--- config.mk ---
export PLATFORM = sky130hd
export DESIGN_NAME = mem_arbiter
export DESIGN_NICKNAME = d
export VERILOG_FILES = /design/src/rtl/mem_arbiter.sv
export SDC_FILE = /design/constraint.sdc
export NUM_CORES = 1
export LEC_CHECK = 0
export ABC_CLOCK_PERIOD_IN_PS = 4200
export CORE_MARGIN = 4
export CORE_UTILIZATION = 40
export CTS_CLUSTER_SIZE = 20
export DETAILED_ROUTE_END_ITERATION = 10
export DONT_BUFFER_PORTS = 1
export GPL_TIMING_DRIVEN = 0
export PLACE_DENSITY = 0.6
export SYNTH_ARGS = -nofsm -noshare
export SYNTH_HDL_FRONTEND = slang
export SYNTH_SLANG_ARGS = --single-unit
--- constraint.sdc ---
create_clock -name clk -period 4.2 [get_ports clk]
set_input_delay 0.63 -clock clk [delete_from_list [all_inputs] [get_ports clk]]
set_output_delay 0.63 -clock clk [all_outputs]
set_load 0.1 [all_outputs]
--- src/rtl/mem_arbiter.sv ---
// Round-robin arbiter between the CPU and debug-UART buses, with address decode and a wait-state sequencer.
// Latency is 2+WS cycles from request to rdy. A requester holds its request until it sees a one-cycle rdy pulse.
module mem_arbiter #(
  parameter int SRAM_WS = 3,
  parameter int BOOT_WS = 1,
  parameter int SFR_WS  = 0
) (
  input  logic        clk,
  input  logic        nreset,
  input  logic [15:0] c_addr,
  input  logic [15:0] c_wdata,
  input  logic        c_r,
  input  logic [1:0]  c_w,
  output logic [15:0] c_rdata,
  output logic        c_rdy,
  input  logic [15:0] u_addr,
  input  logic [15:0] u_wdata,
  input  logic        u_r,
  input  logic [1:0]  u_w,
  output logic [15:0] u_rdata,
  output logic        u_rdy,
  output logic [15:0] m_addr,
  output logic [15:0] m_wdata,
  output logic        m_r,
  output logic [1:0]  m_w,
  output logic [1:0]  boot_we,
  input  logic [15:0] boot_rdata,
  output logic        sfr_cs,
  input  logic [15:0] sfr_rdata,
  output logic [14:0] sram_addr,
  input  logic [15:0] sram_dq_in,
  output logic        sram_dq_oe,
  output logic        sram_ce_n,
  output logic        sram_oe_n,
  output logic        sram_we_n,
  output logic        sram_ub_n,
  output logic        sram_lb_n,
  output logic [1:0]  gnt,
  output logic        busy
);

  typedef enum logic [1:0] {IDLE, ACCESS, DONE} state_t;
  typedef enum logic [1:0] {T_SFR, T_BOOT, T_SRAM} tgt_t;

  function automatic tgt_t decode(input logic [15:0] a);
    if (a[15:8] == 8'hFF)       return T_SFR;
    else if (a[15:13] == 3'b001) return T_BOOT;
    else                         return T_SRAM;
  endfunction

  function automatic logic [3:0] ws_of(input tgt_t t);
    case (t)
      T_SFR:   return 4'(SFR_WS);
      T_BOOT:  return 4'(BOOT_WS);
      default: return 4'(SRAM_WS);
    endcase
  endfunction

  state_t      state, state_nxt;
  logic        last;
  logic [3:0]  cnt;

  logic        c_req, u_req, any_req, pick_u;
  logic [15:0] sel_addr, sel_wdata;
  logic        sel_r;
  logic [1:0]  sel_w;
  tgt_t        m_tgt;
  logic [15:0] rd_mux;
  logic        acc, cnt_zero, is_sram, is_boot, is_sfr;

  assign c_req   = c_r | (|c_w);
  assign u_req   = u_r | (|u_w);
  assign any_req = c_req | u_req;
  // last==1 means debug was served last, so a tie goes to the CPU
  assign pick_u  = u_req & (~c_req | ~last);

  assign sel_addr  = pick_u ? u_addr  : c_addr;
  assign sel_wdata = pick_u ? u_wdata : c_wdata;
  assign sel_r     = pick_u ? u_r     : c_r;
  assign sel_w     = pick_u ? u_w     : c_w;

  always_ff @(posedge clk or negedge nreset) begin
    if (!nreset) state <= IDLE;
    else         state <= state_nxt;
  end

  always_comb begin
    state_nxt = state;
    case (state)
      IDLE:    if (any_req) state_nxt = ACCESS;
      ACCESS:  if (cnt == 4'd0) state_nxt = DONE;
      DONE:    state_nxt = IDLE;
      default: state_nxt = IDLE;
    endcase
  end

  assign m_tgt = decode(m_addr);
  always_comb begin
    rd_mux = sram_dq_in;
    case (m_tgt)
      T_SFR:   rd_mux = sfr_rdata;
      T_BOOT:  rd_mux = boot_rdata;
      default: rd_mux = sram_dq_in;
    endcase
  end

  always_ff @(posedge clk or negedge nreset) begin
    if (!nreset) begin
      gnt     <= 2'b00;
      last    <= 1'b0;
      cnt     <= 4'd0;
      m_addr  <= 16'h0;
      m_wdata <= 16'h0;
      m_r     <= 1'b0;
      m_w     <= 2'b00;
      c_rdata <= 16'h0;
      u_rdata <= 16'h0;
    end else begin
      case (state)
        IDLE: if (any_req) begin
          gnt     <= pick_u ? 2'b10 : 2'b01;
          m_addr  <= sel_addr;
          m_wdata <= sel_wdata;
          m_r     <= sel_r;
          m_w     <= sel_r ? 2'b00 : sel_w;
          cnt     <= ws_of(decode(sel_addr));
        end
        ACCESS: begin
          if (cnt != 4'd0) cnt <= cnt - 4'd1;
          else if (m_r) begin
            if (gnt[0]) c_rdata <= rd_mux;
            else        u_rdata <= rd_mux;
          end
        end
        DONE: begin
          last <= gnt[1];
          gnt  <= 2'b00;
        end
        default: ;
      endcase
    end
  end

  // Strobes decode from registered state only; idle/reset values fall out of state==IDLE
  assign acc      = (state == ACCESS);
  assign cnt_zero = (cnt == 4'd0);
  assign is_sram  = acc & (m_tgt == T_SRAM);
  assign is_boot  = acc & (m_tgt == T_BOOT);
  assign is_sfr   = acc & (m_tgt == T_SFR);

  assign c_rdy      = (state == DONE) & gnt[0];
  assign u_rdy      = (state == DONE) & gnt[1];
  assign busy       = (state != IDLE);
  assign sram_addr  = m_addr[15:1];
  assign sram_ce_n  = ~is_sram;
  assign sram_oe_n  = ~(is_sram & m_r);
  assign sram_dq_oe = is_sram & ~m_r;
  // we_n rises in the last access cycle so data is held past the write edge
  assign sram_we_n  = ~(is_sram & ~m_r & ~cnt_zero);
  assign sram_ub_n  = ~(is_sram & (m_r | m_w[1]));
  assign sram_lb_n  = ~(is_sram & (m_r | m_w[0]));
  assign boot_we    = (is_boot & cnt_zero & ~m_r) ? m_w : 2'b00;
  assign sfr_cs     = is_sfr & cnt_zero;

endmodule

## Yosys cells after proc, flatten, opt, wreduce, memory -nomap -nowiden

Index checks and enable logic that the tools add are counted.

| operators by class | value |
|---|---|
| add/subtract/negate cells | 1 |
| eq/ne operators | 12 |
| muxes and demuxes | 23 |
| bitwise operators | 31 |
| reduce and logical (&&, ||, !) cells | 16 |

Operator list:

| kind | count |
|---|---|
| $mux 16 | 2 |
| $pmux 16 s2 | 1 |
| $mux 2 | 13 |
| $eq 8x8->1 const B | 2 |
| $and 1x1->1 | 14 |
| $pmux 2 s2 | 3 |
| $not 1->1 | 11 |
| $mux 4 | 2 |
| $pmux 4 s2 | 1 |
| $reduce_and 4->1 | 2 |
| $eq 2x1->1 const B | 3 |
| $eq 3x1->1 const B | 2 |
| $logic_not 2->1 | 3 |
| $or 1x1->1 | 6 |
| $reduce_and 2->1 | 3 |
| $reduce_bool 2->1 | 3 |
| $eq 2x2->1 const B | 2 |
| $logic_not 4->1 | 1 |
| $ne 2x1->1 const B | 2 |
| $reduce_bool 4->1 | 1 |
| $reduce_or 2->1 | 2 |
| $sub 4x1->4 const B | 1 |
| $reduce_and 3->1 | 1 |
| $ne 2x2->1 const B | 1 |
| $mux 1 | 1 |

| word-level totals | value |
|---|---|
| bits in registers | 76 |
| input bits | 120 |
| output and inout port bits | 96 |
| logic and storage cells | 93 |

## Depth between registers and ports, before layout

| depth | value |
|---|---|
| depth after elaboration | 15 |
| mapped depth | 9 |
| gate-level depth less buffers | 7 |

## Worst setup path after synthesis

No wires, ideal clock.

| timing | value |
|---|---|
| kind | reg2out |
| start | register m_addr[15] |
| end | output sram_we_n |
| data arrival time | 5.029 ns |
| data required time | 3.570 ns |
| slack | -1.459 ns |
| cell stages (with the launch flop) | 6 |
| path buffers | 1 |
| cell sequence | dfrtp_1 nor3b_2 o21bai_2 buf_6 nor3_1 nand2b_1 |

| on the way | value |
|---|---|
| cells in the longest elaborated chain, start to end | 8 |

Ends and longest elaborated chain:

| item | RTL line | text |
|---|---|---|
| from (decl) | 22 | `output logic [15:0] m_addr,` |
| from (signal assigned) | 122 | `m_addr <= sel_addr;` |
| $eq 3x1->1 | 47 | `else if (a[15:13] == 3'b001) return T_BOOT;` |
| $mux 2 | 47 |  |
| $mux 2 * | 46 | `if (a[15:8] == 8'hFF) return T_SFR;` |
| $eq 2x2->1 * | 147 | `assign is_sram = acc & (m_tgt == T_SRAM);` |
| $and 1x1->1 * | 147 |  |
| $and 1x1->1 * | - |  |
| net sram_dq_oe | 32 | `output logic sram_dq_oe,` |
| $and 1x1->1 * | 159 | `assign sram_we_n = ~(is_sram & ~m_r & ~cnt_zero);` |
| $not 1->1 * | 159 |  |
| to (decl) | 35 | `output logic sram_we_n,` |

Mark *: on every way through the listed nets, which the timed path passes. The rest lies on a longest branch.

## Worst setup path in the final report

Same ends and word-level chain as after synthesis.

==> reports/metrics.yaml <==
grt:
  grt_pass1_vias: 3172
  groute.usage.overall_pct: 19.13
  grt_max_degree: 77
  grt_pass1_wl_mm: 17.04
  met3_usage_pct: 6.479
  busiest_layer: "met2"
  use_met2_pct: 32.55
  antenna_found_initial: 0
  use_met1_pct: 22.37
  overflow: 0
die:
  core_area_sq_um: 9729
  rows: 36
  die_w_um: 107.6
  dieArea_sq_um: 11570
  io_pins: 216
  start_util_pct: 40.75
  die_h_um: 107.6
routing:
  drt-vias-per-instance: 5.605
  drc: 0
  vias: 3066
  ant_nets: 0
  drtIter0Drc: 192
  wl_per_cell_um: 20.74
  finalWirelength_mm: 11.34
  firstDrtPassIters: 4
hold_path:
  hold_class: "in2async"
logic_synthesis:
  synthesis.area_sq_um: 3965
  synth-adder-area-share_pct: 0.6311
  synth_ff_type: "dfrtp_1"
  synth_cell_types: 48
  yosysSeqAreaShare_pct: 47.96
  yosys.area.top_type: "dfrtp_1"
  syn_area_per_cell_sq_um: 9.988
  synth_edf_count: 0
  synth.mux.area_fraction_pct: 9.877
  netlist_instances: 397
  yosysTopAreaCellShare_pct: 47.96
  synth-compound-area-share_pct: 14.48
  async_reset_ff_share_pct: 100.0
  synth_xor_area_share_pct: 0
  ys_warn_count: 0
  synth_nets: 519
  synth_top_family_by_area: "simple AND/OR/NAND/NOR gates"
  netlist_top_cells_area: "dfrtp_1, mux2_2, nand2_1"
  synth.ff_latch_count: 76
  synthSimpleGateAreaFrac_pct: 19.56
setup_path:
  worst_ep_arrival_time_ns: 3.34
  timing_worst_setup_path_type: "reg2out"
  cp.required_ns: 3.57
  cp_slowest_stage_delay_ns: 0.79
  path_max_fanout: 10
  critPathCaptureType: "primary output"
  r2r-end: "c_rdata[14]"
  cp_top_family: "simple AND/OR/NAND/NOR gates"
  worstRegToRegCells: 5
  cp_num_buf_inv: 1
  crit_chain: "nor3b_2 -> o21bai_2 -> buf_6 -> nor3_4 -> nand2b_2"
  slowest_stage: "nor3_4"
  startpoint_type: "register"
  timing.rr.start: "m_addr[13]"
  reg2reg_slack_ns: 1.54
sta:
  skew_ns: 0.004985
  post-route-min-period_ns: 3.969
  max_slew_margin_pct: 26.70
  maxSlewViolCount: 0
  hold_viol_final: 0
  rsz0062_at_grt: "no"
  setup_viol: 0
  worst_pin_slew_ns: 1.099
  max_freq_ghz: 0.2520
  period_share_pct: 94.49
job:
  maxCapViolCount: 0
clocking:
  clk_latency_ns: 0.34
  cts_buffer_depth: 2
  htree_levels: 3
  cts_buffers: 9
  cts-root-buf: "clkbuf_8"
  path_clk_slew_ns: 0.08
  cts_sinks: 76
  cts_tree: "built"
cells_and_area:
  antennaDiodeCount: 0
  nets: 531
  drive_above_1_share_pct: 27.78
  final_cells: 547
  syn_to_final_growth_pct: 9.814
place:
  portBuffers: 0
  place_congestion: 0.7571
  place_inst: 530
  hpwl_mm: 8.765
outcome:
  status: "finished, final reports clean"
cells in the final DEF (no fill, tap or decap), types with 2 or more instances in the layout:
cell type  count
inv_1          7
mux2_2        33
a31oi_1       32
nand2b_1      13
buf_6          3
and3_1         3
o221a_2        7
a21o_1         2
clkbuf_8      10
o21ai_2        2
or2b_1         4
nand2_1       74
dfrtp_2        3
clkinv_2       6
or2_1          2
a21oi_1        4
nor3_4         2
nor2_1        43
nor4_1         2
buf_2         18
or3_1          2
o21ai_0        2
a22o_1         3
ha_1           2
mux2i_1        2
o221a_1        8
and4b_1        2
nand4_1        6
a32oi_1        2
buf_4         18
dfrtp_1       73
clkbuf_1       2
routing by layer:
layer | share of wire (%) | up-vias
met4 | 1.3 | 0
met3 | 10 | 11
met1 | 39 | 1496
met2 | 49 | 154
met5 | 0 | -
li1 | - | 1405
worst register-to-register path: cells and delay by family (launching register included):
kind | cells | cell delay [ns]
compound gates | 2 | 0.56
simple gates | 1 | 0.73
flops | 1 | 0.73
buf+inv | 1 | 0.24
mux | 1 | 0.28
state kept, by name, indices dropped and copies added, names as in the netlist:
| register | count |
|---|---|
| gnt | 2 |
| m_wdata | 16 |
| last | 1 |
| u_rdata | 16 |
| m_addr | 16 |
| c_rdata | 16 |
| state | 2 |
| m_r | 1 |
| cnt | 4 |
| m_w | 2 |
cells in the mapped netlist, drive strengths merged (3+ instances only):
master	number
and3	3
o21ai	4
o221a	15
inv	8
a31oi	32
nand2	74
nor3	3
mux2	33
a21oi	5
buf	39
or2b	4
a22o	3
nor3b	3
nand2b	14
nand4	6
dfrtp	76
nor2	44
through the flow:
step                      area, sq um  setup slack [ns]  utilization [%]  hold WS [ns]  setup TNS (ns)
after detailed placement         4153          -0.04740            42.68        0.3363        -0.04740
after floorplan                  3976            0.3378                -        0.3344               0
after CTS                        4354            0.2036            44.75        0.1737               0
after global routing             4354            0.1072            44.75        0.1816               0
final                            4354            0.2314            44.75        0.1775               0
after global placement           4143          -0.02648            42.58        0.3363        -0.02648
logic make-up after synthesis:
kind of cell / Yosys count
simple gates: 162
flops: 76
compound gates: 73
buf+inv: 49
mux: 35
fa+ha+maj: 2
cell type report:
type                            count  area (sq um)
Fill cell                         983          5375
Sequential cell                    76          1906
Multi-Input combinational cell    272          1790
Buffer                             41         266.5
Tap cell                          133         166.4
Clock buffer                       10         137.6
Clock inverter                      6         30.03
Inverter                            8         30.03
Timing Repair Buffer                1         27.53
how the worst max path moves through the flow:
| stage | start | endpoint | slack (ns) | cells after the start |
|---|---|---|---|---|
| 2_1_floorplan | m_addr[15] | sram_we_n | 0.34 | 5 |
| 3_3_place_gp | m_addr[15] | sram_we_n | -0.03 | 5 |
| 3_5_place_dp | m_addr[15] | sram_we_n | -0.05 | 5 |
| 4_1_cts | m_addr[15] | sram_we_n | 0.20 | 5 |
| 5_1_grt | m_addr[15] | sram_we_n | 0.11 | 5 |
| 6_report | m_addr[15] | sram_we_n | 0.23 | 5 |
what timing repair did:
action | 4_1_cts | 5_1_grt
hold buffers | 1 | 0
setup buffers | 0 | 0
resized for setup | 4 | 0
hold endpoints to repair | 76 | 0
endpoints found under the setup margin | 2 | 0
Power is left out: the tool's default activity adds up to more than one toggle a clock period on the data nets, which glitch-free logic cannot reach.
==> variant (same flow settings) <==
Re-encode `state_t` (3 states) as one-hot, 3 bits wide.
--- a/src/rtl/mem_arbiter.sv
+++ b/src/rtl/mem_arbiter.sv
@@ -41,3 +41,3 @@
 
-  typedef enum logic [1:0] {IDLE, ACCESS, DONE} state_t;
+  typedef enum logic [2:0] {IDLE = 3'b001, ACCESS = 3'b010, DONE = 3'b100} state_t;
   typedef enum logic [1:0] {T_SFR, T_BOOT, T_SRAM} tgt_t;
Formal check against the unedited RTL: no difference found for any inputs over 4 cycles, from zero or initial values and one cycle with nreset low; so few cycles prove little.
==> variant against the unedited design <==
- cell count decreased by 2.2%
- final area rose by 0.92%
- count of clock-buffer cells in the layout unchanged
- sequential cell count increased by 1
- synthesized area decreased by 0.79%
- wire length decreased by 7.5%
- setup slack gained 0.024 ns
- synthesized cell count fell by 2.0%
- sequential share of layout area rose by 0.34 points
- utilization is 1.9 points higher
- via count shrank 3.2%
- critical path type unchanged
Power is not shown: default switching activity piles up to over one toggle a cycle in this logic, so the estimate is an artifact.
==> variant: results (changes against the unedited design) <==
metric	value	unit	change
yosys-top-cells-area	dfrtp_1, mux2_2, nand2_1, a31oi_1, nor2_1		
crit_fanout	10		unchanged
synth-seq-area-share	49.0	%	+1.0 points
max_slew.worst_pin.slew	1.37	ns	+0.275 ns
final.setup_skew	0.0177	ns	+0.0128 ns
drt_iter0_drc	136		-29%
setup_tns	0	ns	unchanged
drc	0		unchanged
drt_pass1_iterations	4		unchanged
post_cts_buffers	0		unchanged
hold-worst-slack	0.111	ns	-0.0663 ns
crit_arrival	3.31	ns	-0.03 ns
syn_nets	511		-1.5%
n_antenna_cell	0		unchanged
hold_class	input pin to asynchronous set/reset pin		
cts_root_buffer	clkbuf_8		
insertion_delay	0.35	ns	
dp.final_hpwl	7960	um	-9.2%
nets	523		-1.5%
cts_made_buffers	9		unchanged
cts_htree_levels	3		unchanged
layout-drive-gt1-share	23.6	%	-4.1 points
r2r-start	state[0]		
max_stage_delay	0.76	ns	-0.03 ns
synth_warnings	0		unchanged
antenna_found_initial	0		unchanged
async_flop_share	100	%	unchanged
vias_per_cell	5.55		-1.1%
ff2ff_path_depth	5		unchanged
post-place-ws	-0.233	ns	-0.186 ns
yosysUniqueCellTypes	44		-8.3%
slowest_stage	nand3b_1		
r2r_slack	1.56	ns	+0.02 ns
cts_buffer_depth	2		unchanged
synth_ff_type	dfrtp_1		
grt_usage	18.3	%	-0.80 points
grt_max_degree	77		unchanged
synth_common_cells	dfrtp_1, nand2_1, nor2_1		
r2r_end	m_wdata[11]		
grt_pass1_wl	16500	um	-3.2%
clk_pin_slew	0.09	ns	
post_drt_wl_per_cell	19.6	um	-5.4%
status	completed		
gp_congestion	0.771		+1.8%
grt_pass1_vias	3127		-1.4%
io_buffers	0		unchanged
## variant: changes by cell type in the layout (fill, tap and decap cells not counted), sizes merged, moves of 6 or more
cell    delta
a221o     +15
and2      +21
buf       -11
clkbuf     +8
inv        -6
nand2      -7
nand2b    -13
nand3      +6
o221a     -15
## variant: metrics by stage
| step | area [um^2] | instances |
|---|---|---|
| final | 4390 | 535 |
| after global routing | 4390 | 535 |
| after CTS | 4390 | 535 |
| after detailed placement | 4120 | 518 |
| after global placement | 4100 | 518 |
| after floorplan | 3940 | 389 |
## variant: layer usage
metal	wire (um)	part of all wire [%]	GRT usage, %	up-vias
li1	-	-	-	1392
met1	4050	39	21.6	1409
met2	5120	49	31.0	153
met3	1210	12	7.71	13
met4	117	1.1	4.20	0
met5	0	0	0	-
## variant: final cells by class
class	instances	area (um^2)
fillers	922	5020
flip-flops and latches	77	1940
multi-input cells	271	1790
plain buffers	38	245
well taps	129	161
clock buffers	10	128
clock inverters	6	88.8
repair buffers	1	27.5
inverters	3	15.0
## variant: what timing repair did
action                     CTS  global route
hold buffers                 1             0
pin swaps                    1             1
gates cloned                 0             0
setup endpoints to repair    4             1
hold endpoints to repair    76             0
resized for setup           11             1
## variant: critical path, delay by kind of cell (launching register included)
family,cells,cell delay [ns]
simple gates,4,1.81
flops,1,0.75
buf+inv,1,0.38
## variant: how the worst max path moves through the flow
stage,startpoint,endpoint,slack (ns)
floorplan,m_r,sram_lb_n,0.37
CTS,m_addr[15],sram_dq_oe,0.09
global placement,m_addr[15],sram_dq_oe,-0.02
global route,m_addr[14],sram_we_n,0.09
detailed placement,m_addr[15],sram_dq_oe,-0.23
finish,m_addr[14],sram_we_n,0.26
## variant: kinds of logic after synthesis
family / share of synthesized area, %
AOI/OAI and AO/OA: 13.1
xor gates and xnor gates: 0.445
adders and majority gates: 0.636
buffers and inverters: 6.52
DFF: 49.0
muxes: 9.70
and+or+nand+nor: 20.6
